## src/rtl/vc_plane_controller_pkg.sv

```systemverilog
// Shared NoC constants for the VC plane controller and the node/router wrappers.
package vc_plane_controller_pkg;

  // Default number of virtual-channel planes sharing one physical link.
  localparam int unsigned VC_DEFAULT = 4;

  // Selector width: one bit wider than VC so node and router ports line up.
  localparam int unsigned VC_SEL_W = VC_DEFAULT + 1;

  // Selector width for an arbitrary plane count.
  function automatic int unsigned vc_sel_width(input int unsigned vc);
    return vc + 1;
  endfunction

endpackage

```

## src/rtl/vc_rr_next.sv

```systemverilog
// Finds the first requesting plane after the current one, in circular order.
module vc_rr_next
  import vc_plane_controller_pkg::*;
#(
  parameter int unsigned VC = VC_DEFAULT
) (
  input  logic [VC:0]   i_sel,
  input  logic [VC-1:0] i_req,
  output logic [VC:0]   o_next,
  output logic          o_any
);

  localparam int unsigned SW = vc_sel_width(VC);
  localparam int unsigned IW = (VC > 1) ? $clog2(VC) : 1;

  logic [IW-1:0] w_idx;

  // Scan (sel+1) .. (sel+VC) mod VC; the first requester wins.
  always_comb begin
    o_next = '0;
    o_any  = 1'b0;
    w_idx  = '0;
    for (int k = 1; k <= int'(VC); k++) begin
      w_idx = IW'((32'(i_sel) + 32'(k)) % VC);
      if (!o_any && i_req[w_idx]) begin
        o_next = SW'(w_idx);
        o_any  = 1'b1;
      end
    end
  end

endmodule

```

## src/rtl/vc_plane_controller.sv

```systemverilog
// Time-multiplexes VC virtual-channel planes onto one link by rotating a plane index.
// Optional feature macro: VC_PLANE_SKIP_EN (skip idle planes, plane 0 starvation guard).
module vc_plane_controller
  import vc_plane_controller_pkg::*;
#(
  parameter int unsigned VC = VC_DEFAULT
) (
  input  logic          clk,
  input  logic          rst,
  input  logic [VC-1:0] plane_req,
  output logic [VC:0]   VCPlaneSelectorVerifier,
  output logic [VC:0]   VCPlaneSelectorRouter,
  output logic [VC-1:0] VCPlaneOneHot,
  output logic          plane_wrap
);

  localparam int unsigned SW = vc_sel_width(VC);

  logic [SW-1:0] r_sel;
  logic [SW-1:0] w_sel_inc;
  logic [SW-1:0] w_sel_next;

  // Plain +1 rotation with wrap at VC-1.
  always_comb begin
    w_sel_inc = (r_sel == SW'(VC - 1)) ? '0 : r_sel + SW'(1);
  end

`ifdef VC_PLANE_SKIP_EN
  localparam int unsigned AW = (VC > 1) ? $clog2(VC) : 1;

  logic [AW-1:0] r_since0;
  logic [SW-1:0] w_rr_next;
  logic          w_rr_any;
  logic          w_starve;

  vc_rr_next #(
    .VC(VC)
  ) u_rr_next (
    .i_sel (r_sel),
    .i_req (plane_req),
    .o_next(w_rr_next),
    .o_any (w_rr_any)
  );

  // Plane 0 is forced once it has been absent for VC-1 cycles, so it recurs within VC.
  always_comb begin
    w_starve   = plane_req[0] && (r_since0 == AW'(VC - 1));
    w_sel_next = w_sel_inc;
    if (w_starve) begin
      w_sel_next = '0;
    end else if (w_rr_any) begin
      w_sel_next = w_rr_next;
    end
  end

  // Cycles since plane 0 was last active, saturating at VC-1.
  always_ff @(posedge clk or negedge rst) begin
    if (!rst) begin
      r_since0 <= '0;
    end else if (w_sel_next == '0) begin
      r_since0 <= '0;
    end else if (r_since0 != AW'(VC - 1)) begin
      r_since0 <= r_since0 + AW'(1);
    end
  end
`else
  logic w_unused_req;

  // Requests have no effect on the fixed rotation.
  assign w_unused_req = ^plane_req;

  // Fixed rotation: advance every cycle.
  always_comb begin
    w_sel_next = w_sel_inc;
  end
`endif

  // Active plane index register.
  always_ff @(posedge clk or negedge rst) begin
    if (!rst) begin
      r_sel <= '0;
    end else begin
      r_sel <= w_sel_next;
    end
  end

  // Both link ends see the same index with no added latency.
  assign VCPlaneSelectorVerifier = r_sel;
  assign VCPlaneSelectorRouter   = r_sel;

  // One-hot decode of the active plane.
  always_comb begin
    VCPlaneOneHot = '0;
    for (int p = 0; p < int'(VC); p++) begin
      VCPlaneOneHot[p] = (r_sel == SW'(p));
    end
  end

  // Last plane of the rotation.
  assign plane_wrap = (r_sel == SW'(VC - 1));

endmodule

```

## config.mk

```make
export PLATFORM = sky130hd
export DESIGN_NAME = vc_plane_controller
export DESIGN_NICKNAME = d
export VERILOG_FILES = /design/src/rtl/vc_plane_controller_pkg.sv /design/src/rtl/vc_rr_next.sv /design/src/rtl/vc_plane_controller.sv
export SDC_FILE = /design/constraint.sdc
export NUM_CORES = 1
export LEC_CHECK = 0
export ABC_AREA = 1
export CAP_MARGIN = 0
export CELL_PAD_IN_SITES_DETAIL_PLACEMENT = 0
export CELL_PAD_IN_SITES_GLOBAL_PLACEMENT = 1
export CORE_MARGIN = 2
export CORE_UTILIZATION = 21
export CTS_CLUSTER_SIZE = 16
export DETAILED_ROUTE_END_ITERATION = 8
export GPL_ROUTABILITY_DRIVEN = 0
export PLACE_DENSITY = 0.73
export SLEW_MARGIN = 20
export SYNTH_ARGS = -nofsm -noshare
export SYNTH_HDL_FRONTEND = slang
export SYNTH_SLANG_ARGS = --single-unit
```

## constraint.sdc

```tcl
create_clock -name clk -period 1.1 [get_ports clk]
set_input_delay 0.22 -clock clk [delete_from_list [all_inputs] [get_ports clk]]
set_output_delay 0.22 -clock clk [all_outputs]
set_load 0.02 [all_outputs]
```

Word-level counts from Yosys, hierarchy flattened
Index checks and enable logic that the tools add are counted.
Word-level totals
  bits in registers: 5
  input port bits: 6
  output and inout port bits: 15
  logic and storage cells: 7
Cells by class
  add/subtract/negate cells: 1
  equality and inequality tests: 3
  multiplexer cells: 1
  reductions and logical operators: 1
Operators by type and width (count)
  equality test 5 x 2 -> 1 bit (second input constant): 2
  adder 5 x 1 -> 5 bit (second input constant): 1
  equality test 5 x 1 -> 1 bit (second input constant): 1
  logical NOT 5 bit: 1
  2-to-1 mux 5 bit: 1

Longest topological paths before layout
Gate-level depths: netlist (run 1).
  depth in word-level cells: 2
  depth in mapped cells: 5
  mapped depth without buffers: 5

Worst setup path after synthesis (run 1)
OpenSTA, ideal clock, no wires.
  path type: reg2out
  start point: register r_sel[1] (netlist: VCPlaneSelectorRouter[1])
  end point: output port VCPlaneOneHot[3]
  arrival: 1.220 ns
  required time: 0.880 ns
  setup slack: -0.340 ns
  stages on the path, launching flop included: 5
  path buffers: 1
  path through: dfrtp_1 > ha_1 > nand3_2 > inv_1 > buf_4
On the way
  cells in the longest elaborated chain, start to end: 1
Ends and longest elaborated chain
  from (decl): RTL line vc_plane_controller.sv:19  | logic [SW-1:0] r_sel;
  from (signal assigned): RTL line vc_plane_controller.sv:83  | r_sel <= w_sel_next;
  equality test 5 x 2 -> 1 bit
  to (decl): RTL line vc_plane_controller.sv:13  | output logic [VC-1:0] VCPlaneOneHot,
No other way between the ends.

Final worst setup path (run 1)
  start point: register r_sel[1] (netlist: VCPlaneSelectorRouter[1])
  end point: output port VCPlaneOneHot[2]
On the way
  cells in the longest elaborated chain, start to end: 1
Ends and longest elaborated chain
  equality test 5 x 2 -> 1 bit: RTL line vc_plane_controller.sv:95  | VCPlaneOneHot[p] = (r_sel == SW'(p));
No other way between the ends.

==> results.cfg, run 1 <==
[min_path]
hp-class = in -> async

[layout]
final_cells = 87
insertedDiodeCount = 0
final_util_pct = 47.19
largest_reg_flops = 5
final_nets = 82
area_delta_synth_final_pct = 103.5
final_layout_size_suffix_gt1_share_pct = 80.28

[sta]
finalCriticalPeriod_ps = 1415
slew_viol_final = 0
max_freq_mhz = 706.7
clock_skew_ps = 2.854
grt_setup_unrepaired = yes
worst_slew_pin_slew_ps = 253.0
setup_ws_ps = -314.9
hold_viol_final = 0
fin_crit_sh_pct = 128.6
finalSetupViolations = 13
slew_headroom_pct = 83.08

[global_route]
gr-total-overflow = 0
grt_max_degree = 8
grt_use_total_pct = 9.578
grt_pass1_vias = 320
antenna_found_initial = 0
grt_pass1_wl_mm = 1.352

[synth]
synth_edf_count = 0
async_flop_share_pct = 100.0
netlist_area_um2 = 361.6
synth_ff_type = dfrtp_1
yosysTopAreaCell = dfrtp_1
synth_area_leaders = dfrtp_1 (35%), ha_1 (14%), buf_4 (12%)
yosysSeqAreaShare_pct = 34.60
netlist_top_cells_count = inv_1 (12), nand2_1 (8), buf_4 (6)
synth-seq-cells = 5
yosys_warnings = 0
ys_types = 13
synth_nets = 57
netlist_instances = 47
yosys.area.top_type_share_pct = 34.60
synth_most_common_cell = inv_1
avgSynthCellArea_um2 = 7.694

[route]
ant_nets = 0
drt_pass1_iterations = 2
vias = 350
vias_per_cell = 4.023
drt_wl_total_um = 841
drc = 0
dr.first_iter.drc_count = 1
route.detailed.wl_per_inst_um = 9.667

[clocking]
clock_sinks = 5
cts_inserted_buffers = 3
cts_root_buf = clkbuf_4
insertion_delay_ps = 240
h-tree-depth = 1
tritoncts = done
path_clk_slew_ps = 40
cts_buffer_depth = 2

[run]
maxCapViolations = 0

[setup_path]
worstPathArrival_ps = 1190
cpPeakStageDelay_ps = 450
path_buf_inv = 3
worst-path-max-fanout = 4
cp_slowest_cell = dfrtp_2
r2r-end = VCPlaneSelectorRouter[4]$_DFF_PN0_
crit_path_cell_trace = buf_6 -> ha_4 -> inv_4 -> nor2_4 -> buf_6
worstPathRequired_ps = 880
cp-end-kind = output pin
r2r_start = VCPlaneSelectorRouter[0]$_DFF_PN0_
path_delay_family = flip-flops
worst_r2r_path_depth = 5
start_kind = flop
r2r_setup_slack_ps = 10
crit_top_cell = buf_6
crit_type = reg -> out

[pwr]
powerDensity_nw_per_um2 = 550.6
peakVddDrop_mv = 0.6427
p_leak_nw = 0.3637
p_total_w = 0.0004050

[floorplan]
std_cell_rows = 14
initial_utilization_pct = 23.19
design.core.area_um2 = 1559
io_pins = 21
dieArea_um2 = 2070
die_h_um = 45.50
chipWidth_um = 45.50

[status]
violations = negative setup slack
status = finished, violations left

[placement]
hpwl_um = 599.4
port_buffers = 16
place_inst = 80
==> cells by family after synthesis <==
| family | synth area share (%) |
|---|---|
| AND/OR/NAND/NOR | 24.22 |
| AO/OA/AOI/OAI | 1.383 |
| adder cells (fa/ha/maj) | 13.84 |
| flip-flops | 34.60 |
| buffers and inverters | 25.95 |
==> placed cells by master (no fill, tap or decap) <==
master,count
buf_4,6
nand4_1,2
buf_2,3
ha_4,4
nand2_2,2
inv_2,5
nor2_4,4
clkbuf_1,1
clkbuf_4,3
dfrtp_2,5
nand2_1,5
buf_6,16
nand3_4,1
nor2_2,1
inv_1,4
inv_4,4
nand2_4,2
nand3_1,1
o21ai_2,1
clkdlybuf4s50_1,1
==> area by class of cell <==
cell class | count | area (um^2)
Clock buffer | 4 | 26.28
Fill cell | 146 | 823.3
Inverter | 13 | 58.81
Multi-Input combinational cell | 23 | 249.0
Sequential cell | 5 | 131.4
Tap cell | 16 | 20.02
Timing Repair Buffer | 26 | 250.2
==> report_power, final <==
group / switching [W] / internal (W) / total, W
Clock: 0.0000764 / 0.000137 / 0.000214
Sequential: 0 / 0.000185 / 0.000185
Combinational: 0.00000375 / 0.00000316 / 0.00000691
Total: 0.0000801 / 0.000325 / 0.000405
==> metal layers <==
| metal | global-route usage [%] | vias to the layer above | wire length, um |
|---|---|---|---|
| li1 | - | 179 | - |
| met1 | 10.95 | 157 | 343 |
| met2 | 14.93 | 14 | 409 |
| met3 | 7.540 | 0 | 88 |
| met4 | 0 | 0 | 0 |
| met5 | 0 | - | 0 |
==> through the flow <==
step	setup TNS (ps)	worst slack (ps)	hold WS, ps	area, um^2
2_1_floorplan	-241.0	-70.01	-75.59	420.4
6_report	-2334	-314.9	208.3	735.7
3_5_place_dp	-4647	-568.6	461.2	604.3
3_3_place_gp	-4606	-571.5	459.3	604.3
4_1_cts	-2382	-298.9	203.3	701.9
5_1_grt	-2902	-353.9	215.6	735.7
==> what timing repair did <==
action	in CTS	in global routing
gates resized for setup	100	11
endpoints found under the setup margin	15	15
setup buffers	2	1
pin swaps	6	10
hold buffers	0	0
==> worst max-delay path by stage <==
stage | cells past startpoint | from | endpoint | slack [ps]
floorplan | 4 | VCPlaneSelectorRouter[1]$_DFF_PN0_ | VCPlaneOneHot[3] | -70
global placement | 5 | VCPlaneSelectorRouter[0]$_DFF_PN0_ | VCPlaneOneHot[0] | -570
detailed placement | 5 | VCPlaneSelectorRouter[0]$_DFF_PN0_ | VCPlaneOneHot[0] | -570
CTS | 4 | VCPlaneSelectorRouter[0]$_DFF_PN0_ | plane_wrap | -300
global route | 5 | VCPlaneSelectorRouter[1]$_DFF_PN0_ | VCPlaneOneHot[2] | -350
finish | 5 | VCPlaneSelectorRouter[1]$_DFF_PN0_ | VCPlaneOneHot[2] | -310
Power figures use the tool's default switching activity.
==> run 2, diff against run 1 <==
--- a/config.mk
+++ b/config.mk
@@ -10,11 +10,11 @@
 export CELL_PAD_IN_SITES_DETAIL_PLACEMENT = 0
 export CELL_PAD_IN_SITES_GLOBAL_PLACEMENT = 1
 export CORE_MARGIN = 2
-export CORE_UTILIZATION = 21
+export CORE_UTILIZATION = 23
 export CTS_CLUSTER_SIZE = 16
 export DETAILED_ROUTE_END_ITERATION = 8
 export GPL_ROUTABILITY_DRIVEN = 0
-export PLACE_DENSITY = 0.73
+export PLACE_DENSITY = 0.76
 export SLEW_MARGIN = 20
 export SYNTH_ARGS = -nofsm -noshare
 export SYNTH_HDL_FRONTEND = slang
==> constraint.sdc (replaced) <==
create_clock -name clk -period 1.4 [get_ports clk]
set_input_delay 0.28 -clock clk [delete_from_list [all_inputs] [get_ports clk]]
set_output_delay 0.28 -clock clk [all_outputs]
set_load 0.02 [all_outputs]
==> run 2 against run 1 <==
  * The flow still finishes with violations (negative setup slack)
  * Sequential power is 22% lower
  * Critical path depth stayed put
  * Combinational power is 31% lower
  * Global-route usage is 0.92 points lower
  * Hold slack better by 43 ps
  * Routed wire length is 7.5% lower
  * Largest cell class unchanged
==> results.cfg, run 2 (same netlist as run 1, synthesis figures left out) <==
[sta]
slew_viol_final = 0
hold_viol_final = 0
max_freq_mhz = 674.3
worst_slew_pin_slew_ps = 200.7
setup_ws_ps = -82.99
finalSetupViolations = 5
finalCriticalPeriod_ps = 1483
hold_ws_ps = 250.9
setup_tns_ps = -313.9
clock_skew_ps = 3.490
slew_headroom_pct = 86.58
grt_setup_unrepaired = yes
fin_crit_sh_pct = 105.9

[layout]
final_layout_size_suffix_gt1_share_pct = 53.42
final_util_pct = 41.76
largest_reg_flops = 5
final_nets = 84
layout_common_cells = buf_4 (14), inv_1 (8), nand2_1 (8)
layout_commonest_cell = buf_4
area_delta_synth_final_pct = 71.97
insertedDiodeCount = 0

[setup_path]
worst-path-max-fanout = 5
crit_type = reg -> out
path_buf_inv = 3
worstPathArrival_ps = 1200
crit_path_cell_trace = inv_2 -> ha_4 -> inv_1 -> nor2_1 -> buf_4
cpPeakStageDelay_ps = 450
cp-end-kind = output pin
worstPathRequired_ps = 1120
start_kind = flop
path_delay_family = flip-flops
cp_slowest_cell = dfrtp_2

[pwr]
switching_share_pct = 18.22
combPwrFrac_pct = 1.5
p_int_w = 0.0002550
p_sw_w = 0.00005680
peakVddDrop_mv = 0.3885
p_leak_nw = 0.3410
p_total_w = 0.0003118
seqPwrFrac_pct = 46.5
clockPowerShare_pct = 51.9
powerDensity_nw_per_um2 = 501.4

[floorplan]
std_cell_rows = 14
io_pins = 21
die_h_um = 43.65
dieArea_um2 = 1905
initial_utilization_pct = 24.29
chipWidth_um = 43.65
design.core.area_um2 = 1489

[placement]
port_buffers = 16
hpwl_um = 597.1
place_ws_ps = -273.2

[min_path]
hp-class = in -> async

[clocking]
clock_sinks = 5
path_clk_slew_ps = 40
tritoncts = done
h-tree-depth = 1
cts_inserted_buffers = 3
insertion_delay_ps = 240
cts_buffer_depth = 2
cts_root_buf = clkbuf_4

[global_route]
grt_use_total_pct = 8.655
gr-total-overflow = 0
grt_pass1_vias = 280
grt_pass1_wl_mm = 1.117
antenna_found_initial = 0
grt_max_degree = 8

[run]
maxCapViolations = 0

[route]
route.met3.wl_um = 21
dr.first_iter.drc_count = 3
highest_layer = met4
drt-met1-wl_um = 352
route.detailed.wl_per_inst_um = 8.742
vias_per_cell = 3.798
ant_nets = 0
drt_wl_total_um = 778
vias = 338
drt_pass1_iterations = 3
wl_met2_um = 390
drc = 0

[status]
status = finished, violations left
violations = negative setup slack
-- run 2: cell types whose count changed in the layout (fill, tap and decap cells not counted), sizes merged --
cell           delta
buf               -8
clkbuf            +4
clkdlybuf4s15     +4
dlygate4sd2       +2
-- run 2: stage by stage --
| step | instances | cell area (um^2) |
|---|---|---|
| after global routing | 89 | 621.8 |
| final | 89 | 621.8 |
| after CTS | 88 | 579.3 |
| after detailed placement | 84 | 581.8 |
| after floorplan | 47 | 364.1 |
| after global placement | 84 | 581.8 |
-- run 2: power groups by stage --
stage | registers, W | clock network (W) | logic (W)
after detailed placement | 0.000147 | 0 | 0.00000493
after global routing | 0.000145 | 0.000188 | 0.00000521
after floorplan | 0.000147 | 0 | 0.000000000153
after CTS | 0.000145 | 0.000172 | 0.00000493
final | 0.000145 | 0.000162 | 0.00000477
after global placement | 0.000147 | 0 | 0.00000487
-- run 2: worst paths after layout --
path | from | endpoint | slack (ps) | cells after the start
min in group clk | VCPlaneSelectorRouter[4]$_DFF_PN0_ | VCPlaneSelectorRouter[4]$_DFF_PN0_ | 600 | 3
max reg2reg | VCPlaneSelectorRouter[1]$_DFF_PN0_ | VCPlaneSelectorRouter[4]$_DFF_PN0_ | 290 | 5
max | VCPlaneSelectorRouter[1]$_DFF_PN0_ | VCPlaneOneHot[0] | -80 | 5
max in group asynchronous | rst | VCPlaneSelectorRouter[0]$_DFF_PN0_ | 960 | 1
min reg2reg | VCPlaneSelectorRouter[4]$_DFF_PN0_ | VCPlaneSelectorRouter[4]$_DFF_PN0_ | 600 | 3
min | rst | VCPlaneSelectorRouter[1]$_DFF_PN0_ | 250 | 1
-- run 2: metal layers --
metal / track usage [%] / vias up
met1: 10.59 / 149
li1: - / 182
met5: 0 / -
met4: 9.091 / 0
met2: 11.47 / 5
met3: 2.500 / 2
-- run 2: area by class of cell --
| class | instances | area, um^2 |
|---|---|---|
| Sequential cell | 5 | 127.6 |
| Clock buffer | 4 | 26.28 |
| Timing Repair Buffer | 28 | 214.0 |
| Fill cell | 158 | 867.1 |
| Tap cell | 16 | 20.02 |
| Multi-Input combinational cell | 23 | 182.7 |
| Inverter | 13 | 51.30 |
-- run 2: timing repair --
item                                    CTS  global route
pin swaps                                 0             4
hold buffers                              0             0
resized for setup                        35            22
endpoints found under the setup margin   15            13
buffers inserted                          0             1
==> run 3, diff against run 2 <==
--- a/config.mk
+++ b/config.mk
@@ -15,6 +15,7 @@
 export DETAILED_ROUTE_END_ITERATION = 8
 export GPL_ROUTABILITY_DRIVEN = 0
 export PLACE_DENSITY = 0.76
+export REMOVE_ABC_BUFFERS = 1
 export SLEW_MARGIN = 20
 export SYNTH_ARGS = -nofsm -noshare
 export SYNTH_HDL_FRONTEND = slang
==> run 3 against run 2 <==
  * The run still ends with negative setup slack left
  * Power is 0.72% lower
  * Critical path depth stayed put
  * Routed wire length is 1.0% lower
  * Clock skew is 2.9 ps lower
  * Worst setup slack better by 25 ps
  * Flip-flop and latch count stayed put
  * Count of clock-buffer cells in the layout stayed put
  * Global-route usage is 0.086 points lower
  * Die area stayed put
  * Clock power hardly changed
  * Non-clock buffer count is 1 higher
  * Largest cell class unchanged
  * Highest routed layer is now met3
==> results.cfg, run 3 (same netlist as run 1, synthesis figures left out) <==
[sta]
grt_setup_unrepaired = yes
fin_crit_sh_pct = 104.1
slew_headroom_pct = 85.95
setup_ws_ps = -57.92
max_freq_mhz = 685.9
hold_viol_final = 0
finalSetupViolations = 5
slew_viol_final = 0
clock_skew_ps = 0.5693
finalCriticalPeriod_ps = 1458
worst_slew_pin_slew_ps = 210.0

[run]
maxCapViolations = 0

[pwr]
p_leak_nw = 0.3569
peakVddDrop_mv = 0.3157
powerDensity_nw_per_um2 = 465.1

[layout]
nFillCells = 152
regArea_um2 = 126.4
final_cells = 90
final_nets = 85
layout_common_cells = buf_4 (13), nand2_1 (8), inv_1 (6)
insertedDiodeCount = 0
layout_commonest_cell = buf_4
area_delta_synth_final_pct = 84.08
multi_input_area_um2 = 195.2
largest_reg_flops = 5
final_layout_size_suffix_gt1_share_pct = 56.76

[placement]
port_buffers = 16
hpwl_um = 579
place_inst = 82
place_ws_ps = -265.0

[min_path]
hp-class = in -> async

[status]
violations = negative setup slack
status = finished, violations left

[clocking]
path_clk_slew_ps = 40
h-tree-depth = 1
cts_root_buf = clkbuf_4
clock_sinks = 5
insertion_delay_ps = 230
tritoncts = done
cts_buffer_depth = 2
hold_buffers = 0
cts_inserted_buffers = 3

[floorplan]
design.core.area_um2 = 1489
chipWidth_um = 43.65
std_cell_rows = 14
die_h_um = 43.65
initial_utilization_pct = 24.29
dieArea_um2 = 1905
io_pins = 21

[route]
dr.first_iter.drc_count = 2
ant_nets = 0
vias = 330
drt_wl_total_um = 770
route.detailed.wl_per_inst_um = 8.556
drc = 0
vias_per_cell = 3.667
drt_pass1_iterations = 4

[setup_path]
path_delay_family = flip-flops
crit_type = reg -> out
cp-end-kind = output pin
crit_path_cell_trace = buf_6 -> ha_4 -> inv_2 -> nor2_1 -> buf_4
start_kind = flop
cpPeakStageDelay_ps = 450
cp.depth = 5
worst-path-max-fanout = 4
worstPathRequired_ps = 1120
worst_r2r_path_depth = 7
cp_slowest_cell = dfrtp_2
worstPathArrival_ps = 1180
path_buf_inv = 3

[global_route]
grt_pass1_wl_mm = 1.104
grt_use_total_pct = 8.569
grt_max_degree = 8
gr-total-overflow = 0
grt_pass1_vias = 289
antenna_found_initial = 0
run 3: layout make-up:
| class | instances | area share, % |
|---|---|---|
| Timing Repair Buffer | 29 | 36.28 |
| Multi-Input combinational cell | 23 | 29.32 |
| Sequential cell | 5 | 18.98 |
| Inverter | 13 | 8.459 |
| Clock buffer | 4 | 3.947 |
| Tap cell | 16 | 3.008 |
run 3: path summary, 6_finish.rpt:
check,end,from,slack [ps]
max,VCPlaneOneHot[1],VCPlaneSelectorRouter[0]$_DFF_PN0_,-60
min,VCPlaneSelectorRouter[4]$_DFF_PN0_,rst,260
max reg2reg,VCPlaneSelectorRouter[2]$_DFF_PN0_,VCPlaneSelectorRouter[1]$_DFF_PN0_,130
min reg2reg,VCPlaneSelectorRouter[4]$_DFF_PN0_,VCPlaneSelectorRouter[4]$_DFF_PN0_,590
max in group asynchronous,VCPlaneSelectorRouter[0]$_DFF_PN0_,rst,950
min in group clk,VCPlaneSelectorRouter[4]$_DFF_PN0_,VCPlaneSelectorRouter[4]$_DFF_PN0_,590
run 3: per-stage QoR:
step	setup TNS [ps]	util (%)	instance area (um^2)	total power, W	hold slack [ps]
6_report	-233.1	44.71	665.6	0.0003096	257.9
5_1_grt	-589.4	44.71	665.6	0.0003389	249.2
4_1_cts	-297.1	39.92	594.3	0.0003208	254.4
3_5_place_dp	-1217	37.90	564.3	0.0001523	512.6
3_3_place_gp	-1155	37.90	564.3	0.0001522	510.3
2_1_floorplan	-467.2	-	316.6	0.0001472	-15.59
run 3: what timing repair did:
action                                  4_1_cts  5_1_grt
endpoints found under the setup margin       15       11
pin swaps                                     1        6
buffers inserted                              3        1
resized for setup                            48       25
run 3: power breakdown:
part / switching (W) / internal (W)
registers: 0 / 0.000145
clock network: 0.0000522 / 0.000107
logic: 0.00000240 / 0.00000248
total: 0.0000546 / 0.000255
run 3: routing by layer:
metal,track usage [%],vias up,wire (um)
li1,-,184,-
met3,4.167,0,45
met2,10.88,9,400
met5,0,-,0
met1,9.819,137,324
met4,9.091,0,0
